File: src/rtl/rx_ipv4_parser.sv
// rx_ipv4_parser: validates IPv4 headers coming out of rx_ethernet and forwards the
// padding-trimmed UDP/TCP payload as a strobed byte stream with header metadata.
module rx_ipv4_parser #(
  parameter int         OCT          = 8,
  parameter logic [7:0] PROTO_UDP    = 8'd17,
  parameter logic [7:0] PROTO_TCP    = 8'd6,
  parameter bit         ACCEPT_BCAST = 1'b1
) (
  input  logic           RX_CLK,
  input  logic           rst,
  input  logic [31:0]    ip_addr,
  input  logic           rx_payload_ip,
  input  logic [OCT-1:0] rx_payload,
  output logic [OCT-1:0] rx_data,
  output logic           rx_data_udp,
  output logic           rx_data_tcp,
  output logic           rx_hdr_valid,
  output logic [31:0]    rx_src_ip,
  output logic [7:0]     rx_proto,
  output logic [15:0]    rx_len,
  output logic           rx_end,
  output logic           rx_ip_err
);

  typedef enum logic [1:0] {IDLE, HDR, PAYLOAD, DROP} state_t;

  state_t      state, state_next;
  logic [5:0]  k;
  logic [5:0]  hdr_len;
  logic [15:0] csum;
  logic [7:0]  csum_hi;
  logic [15:0] tot_len;
  logic        mf;
  logic [12:0] frag_off;
  logic [7:0]  proto;
  logic [31:0] src_ip;
  logic [31:0] dst_ip;
  logic [15:0] pay_cnt;

  logic [7:0]  b;
  logic [16:0] sum_raw;
  logic [15:0] csum_add;
  logic [15:0] pay_len;
  logic [31:0] dst_now;
  logic        early_err, hdr_last, hdr_bad, hdr_keep;
  logic        accept, err_pulse, end_pulse, strobe;

  assign b         = rx_payload[7:0];
  assign early_err = (b[7:4] != 4'd4) || (b[3:0] < 4'd5);
  assign hdr_last  = (k == hdr_len - 6'd1);

  // Ones'-complement add of the current 16-bit word with end-around carry.
  assign sum_raw  = {1'b0, csum} + {1'b0, csum_hi, b};
  assign csum_add = sum_raw[15:0] + {15'd0, sum_raw[16]};

  // With IHL=5 the last destination byte is the decision byte itself.
  assign dst_now  = (k == 6'd19) ? {dst_ip[23:0], b} : dst_ip;
  assign pay_len  = tot_len - {10'd0, hdr_len};

  assign hdr_bad  = (csum_add != 16'hFFFF) || (tot_len < {10'd0, hdr_len}) ||
                    mf || (frag_off != 13'd0);
  assign hdr_keep = ((dst_now == ip_addr) || (ACCEPT_BCAST && (dst_now == 32'hFFFF_FFFF))) &&
                    ((proto == PROTO_UDP) || (proto == PROTO_TCP));

  // NOTE: state is sequential, so it uses non-blocking (<=) to avoid races
  // between flops sampled on the same edge.
  always_ff @(posedge RX_CLK or negedge rst) begin
    if (!rst) state <= DROP;
    else      state <= state_next;
  end

  // NOTE: every signal gets a default before the case so no path leaves it
  // unassigned, which would otherwise infer a latch.
  always_comb begin
    state_next = state;
    accept     = 1'b0;
    err_pulse  = 1'b0;
    end_pulse  = 1'b0;
    strobe     = 1'b0;
    case (state)
      IDLE: begin
        if (rx_payload_ip) begin
          if (early_err) begin
            err_pulse  = 1'b1;
            state_next = DROP;
          end else begin
            state_next = HDR;
          end
        end
      end
      HDR: begin
        if (!rx_payload_ip) begin
          err_pulse  = 1'b1;
          state_next = IDLE;
        end else if (hdr_last) begin
          state_next = DROP;
          if (hdr_bad) begin
            err_pulse = 1'b1;
          end else if (hdr_keep) begin
            accept = 1'b1;
            if (pay_len == 16'd0) end_pulse  = 1'b1;
            else                  state_next = PAYLOAD;
          end
        end
      end
      PAYLOAD: begin
        if (!rx_payload_ip) begin
          err_pulse  = 1'b1;
          state_next = IDLE;
        end else begin
          strobe = 1'b1;
          if (pay_cnt == rx_len - 16'd1) begin
            end_pulse  = 1'b1;
            state_next = DROP;
          end
        end
      end
      DROP: begin
        if (!rx_payload_ip) state_next = IDLE;
      end
      default: state_next = DROP;
    endcase
  end

  always_ff @(posedge RX_CLK or negedge rst) begin
    if (!rst) begin
      rx_data      <= '0;
      rx_data_udp  <= 1'b0;
      rx_data_tcp  <= 1'b0;
      rx_hdr_valid <= 1'b0;
      rx_src_ip    <= '0;
      rx_proto     <= '0;
      rx_len       <= '0;
      rx_end       <= 1'b0;
      rx_ip_err    <= 1'b0;
      k            <= '0;
      hdr_len      <= '0;
      csum         <= '0;
      csum_hi      <= '0;
      tot_len      <= '0;
      mf           <= 1'b0;
      frag_off     <= '0;
      proto        <= '0;
      src_ip       <= '0;
      dst_ip       <= '0;
      pay_cnt      <= '0;
    end else begin
      rx_hdr_valid <= accept;
      rx_ip_err    <= err_pulse;
      rx_end       <= end_pulse;
      rx_data_udp  <= strobe && (rx_proto == PROTO_UDP);
      rx_data_tcp  <= strobe && (rx_proto == PROTO_TCP);

      if (strobe) begin
        rx_data <= rx_payload;
        pay_cnt <= pay_cnt + 16'd1;
      end

      if (accept) begin
        rx_src_ip <= src_ip;
        rx_proto  <= proto;
        rx_len    <= pay_len;
        pay_cnt   <= '0;
      end

      if (state == IDLE && rx_payload_ip) begin
        k       <= 6'd1;
        hdr_len <= {b[3:0], 2'b00};
        csum    <= '0;
        csum_hi <= b;
      end

      if (state == HDR) begin
        k <= k + 6'd1;
        if (!k[0]) csum_hi <= b;
        else       csum    <= csum_add;
        case (k)
          6'd2:  tot_len[15:8] <= b;
          6'd3:  tot_len[7:0]  <= b;
          6'd6: begin
            mf             <= b[5];
            frag_off[12:8] <= b[4:0];
          end
          6'd7:  frag_off[7:0] <= b;
          6'd9:  proto         <= b;
          6'd12, 6'd13, 6'd14, 6'd15: src_ip <= {src_ip[23:0], b};
          6'd16, 6'd17, 6'd18, 6'd19: dst_ip <= {dst_ip[23:0], b};
          default: ;
        endcase
      end
    end
  end

endmodule

File: config.mk
export PLATFORM = sky130hd
export DESIGN_NAME = rx_ipv4_parser
export DESIGN_NICKNAME = d
export VERILOG_FILES = /design/src/rtl/rx_ipv4_parser.sv
export SDC_FILE = /design/constraint.sdc
export NUM_CORES = 1
export LEC_CHECK = 0
export ABC_CLOCK_PERIOD_IN_PS = 5550
export CAP_MARGIN = 10
export CORE_UTILIZATION = 36
export DETAILED_ROUTE_END_ITERATION = 12
export GPL_TIMING_DRIVEN = 1
export REMOVE_ABC_BUFFERS = 1
export SLEW_MARGIN = 15
export SYNTH_ARGS = -nofsm -noshare
export SYNTH_HDL_FRONTEND = slang
export SYNTH_SLANG_ARGS = --single-unit
File: constraint.sdc
create_clock -name RX_CLK -period 5.55 [get_ports RX_CLK]
set_clock_uncertainty 0.2 [all_clocks]
set_input_delay 0.555 -clock RX_CLK [delete_from_list [all_inputs] [get_ports RX_CLK]]
set_output_delay 0.555 -clock RX_CLK [all_outputs]
set_load 0.005 [all_outputs]
==> results_dict.tcl <==
set metrics [dict create \
    dr.pass1.iters 5 \
    htree_levels 1 \
    max_stage_delay_ps 530 \
    cp-start-kind "primary input" \
    path_max_fanout 22 \
    drc_errors 0 \
    synth_cells 1146 \
    cts_setup_buffers 0 \
    ctsRootBufferMaster "clkbuf_16" \
    numCtsBuffers 24 \
    totalPowerFinal_uw 6870 \
    fin_setup_tns_ps 0 \
    path_class "in2reg" \
    irDropWorstVdd_v 0.000237 \
    num_vias 9202 \
    grt_pass1_vias 9208 \
    yosysTopAreaCellShare_pct 44.2 \
    cp.arrival_ps 5430 \
    syn_avg_cell_area_um2 10.9 \
    cts_buffer_depth 3 \
    final_nets 1364 \
    wl_mm 31.4 \
    slew_headroom_pct 30.2 \
    clk_pin_slew_ps 60 \
    final_core_util_pct 44.7 \
    crit_path_end_kind "register" \
    fin_hold_ws_ps 287 \
    worst_pin_slew_ps 1040 \
    dp_hpwl_mm 22.7 \
    p_per_area_nw_per_um2 454 \
    grt_max_degree 150 \
    synth.area.top_cells "dfrtp_1 44%, mux2_2 8.9%, mux2_4 5.4%" \
    holdCritPathClass "reg2reg" \
    synth_edf_count 0 \
    required_ps 5760 \
    final.min_clock_period_ps 5220 \
    area_delta_synth_final_pct 21.0 \
    die_w_um 188 \
    path_cells "clkdlybuf4s50_1, inv_1, fa_1, nand2b_1, a21oi_1, o211ai_1, a31oi_1, o21a_1, o21a_1, o21ai_0, nand2b_1, ha_1, ha_1, and2_1, buf_4, nor3b_1, and4bb_1, xor2_1, nor4_1, and4_4, and2_4, buf_12, mux2_4" \
    final-hold-violation-count 0 \
    ios 112 \
    gp_congestion 0.889 \
    initialDrtViolationCount 531 \
    grt_pass1_wl_mm 51.2 \
    synthDistinctLibCells 87 \
    ys_seq_elements 223 \
    grt.total_usage_pct 17.9 \
    finalNonFillerCells 1751 \
    clk-insertion-delay-late_ps 530 \
    fp-row-count 67 \
    synth-main-ff-cell "dfrtp_1" \
    cts_tree "done" \
    synth_common_cells "221 x dfrtp_1, 99 x mux2_2, 99 x nand2_1, 60 x xor2_1, 59 x nor2_1" \
    vias_per_cell 5.26 \
    antenna_cells 0 \
    p_leak_uw 0.00675 \
    antenna_found_initial 0 \
    post-route-period-util_pct 94.1 \
    grt_overflow 0 \
    synth.most_common_cell "dfrtp_1" \
    syn-cell-area_um2 12500 \
    cts.sinks 223 \
    wl_per_cell_um 17.9 \
    dp.cells 1706 \
    ant_nets 0 \
    maxCapViolations 0 \
    core_um2 33900 \
    die_h_um 188 \
    dieArea_um2 35500 \
    critPathSlowestCell "clkdlybuf4s50_1" \
    initial_core_util_pct 36.9 \
    drive_gt1_share_pct 20.3 \
    portBuffers 111 \
    yosysWarningCount 0 \
    setup_viol 0 \
    outcome "finished, final reports clean" \
    max_freq_mhz 192 \
    synthArstFlopShare_pct 100 \
    maxSlewViolCount 0 \
    synth_top_area_cell "dfrtp_1" \
    rsz0062_at_grt "false" \
    ys_seq_area_share_pct 44.6 \
]
[power breakdown]
part	total, µW	internal, µW	switching, µW
Sequential	2400	2000	403
Clock	1640	973	670
Combinational	2820	1320	1500
Total	6870	4300	2570
[final cells by class]
| cell class | count | area [µm²] |
|---|---|---|
| Clock buffer | 32 | 691 |
| Clock inverter | 12 | 133 |
| Fill cell | 3221 | 18700 |
| Inverter | 50 | 188 |
| Multi-Input combinational cell | 824 | 6430 |
| Sequential cell | 223 | 5580 |
| Tap cell | 448 | 561 |
| Timing Repair Buffer | 162 | 1550 |
[logic make-up (layout without fill, tap and decap cells)]
logic type | after synthesis | after routing | synth area share (%)
compound gates | 181 | 181 | 10.1
buf+inv | 99 | 256 | 4.09
flops | 223 | 223 | 44.6
simple gates | 340 | 340 | 14.4
mux | 158 | 158 | 15.4
xor+xnor | 109 | 109 | 7.63
fa+ha+maj | 36 | 36 | 3.72
[routing by layer]
metal / GRT usage, % / vias up / routed length [µm]
li1: - / 4396 / -
met1: 25.7 / 4539 / 15000
met2: 28.6 / 219 / 14500
met3: 2.42 / 48 / 1390
met4: 3.91 / 0 / 546
met5: 0 / - / 0
[state kept, by name, summed over array words and instances (netlist names), 4 cells and up]
register / cells
dst_ip: 32
rx_src_ip: 32
src_ip: 32
csum: 16
pay_cnt: 16
rx_len: 16
tot_len: 16
frag_off: 13
csum_hi: 8
proto: 8
rx_data: 8
rx_proto: 8
k: 6
hdr_len: 4
[metrics by stage]
| stage | area, µm² | setup slack (ps) |
|---|---|---|
| after floorplan | 12200 | 86.1 |
| after global placement | 14300 | -186 |
| after detailed placement | 14300 | -367 |
| after CTS | 15100 | 160 |
| after global routing | 15100 | 92.7 |
| final | 15100 | 329 |
[what timing repair did]
item / CTS / global route
setup endpoints to repair: 0 / 62
hold buffers: 1 / 0
gates resized for setup: 0 / 2
endpoints found under the hold margin: 72 / 0
[cells in the final DEF (no fill, tap or decap), types with 6 or more instances in the layout]
| cell type | Yosys | final |
|---|---|---|
| a22o_1 | 11 | 11 |
| o221ai_1 | 6 | 6 |
| o211ai_1 | 9 | 9 |
| o21a_1 | 7 | 7 |
| mux2i_1 | 14 | 14 |
| ha_1 | 34 | 34 |
| mux2_2 | 99 | 99 |
| nand2b_1 | 7 | 7 |
| dfrtp_1 | 221 | 221 |
| clkinv_2 | 0 | 6 |
| a21o_1 | 7 | 7 |
| buf_4 | 2 | 46 |
| nand2_1 | 99 | 99 |
| and3_1 | 11 | 11 |
| nand4_1 | 27 | 27 |
| o21ai_0 | 54 | 54 |
| clkbuf_16 | 0 | 24 |
| nor4_1 | 22 | 21 |
| clkbuf_8 | 0 | 6 |
| xor2_1 | 60 | 60 |
| nor2b_1 | 17 | 17 |
| nand3_1 | 27 | 27 |
| xnor2_1 | 49 | 49 |
| nor2_1 | 59 | 59 |
| a21oi_1 | 22 | 21 |
| inv_1 | 50 | 50 |
| a31oi_1 | 6 | 6 |
| nor3_1 | 21 | 20 |
| clkdlybuf4s50_1 | 0 | 109 |
| mux2_4 | 45 | 45 |
[critical path, delay by kind of cell]
kind | cells | cell delay, ps
compound gates | 6 | 980
buf+inv | 4 | 980
fa+ha+maj | 3 | 790
mux | 1 | 320
xor+xnor | 1 | 100
simple gates | 8 | 1690
[worst paths after layout]
path / start / to / slack, ps / depth (start not counted)
max in group asynchronous: rst / hdr_len[4] / 3520 / 3
worst min-delay path: csum[13] / csum[13] / 290 / 2
worst max register to register: csum[0] / rx_src_ip[5] / 440 / 23
worst max-delay path: rx_payload[1] / rx_src_ip[5] / 330 / 23
worst min register to register: csum[13] / csum[13] / 290 / 2
min in group asynchronous: rst / pay_cnt[13] / 390 / 2
(Power assumes the default switching activity.)
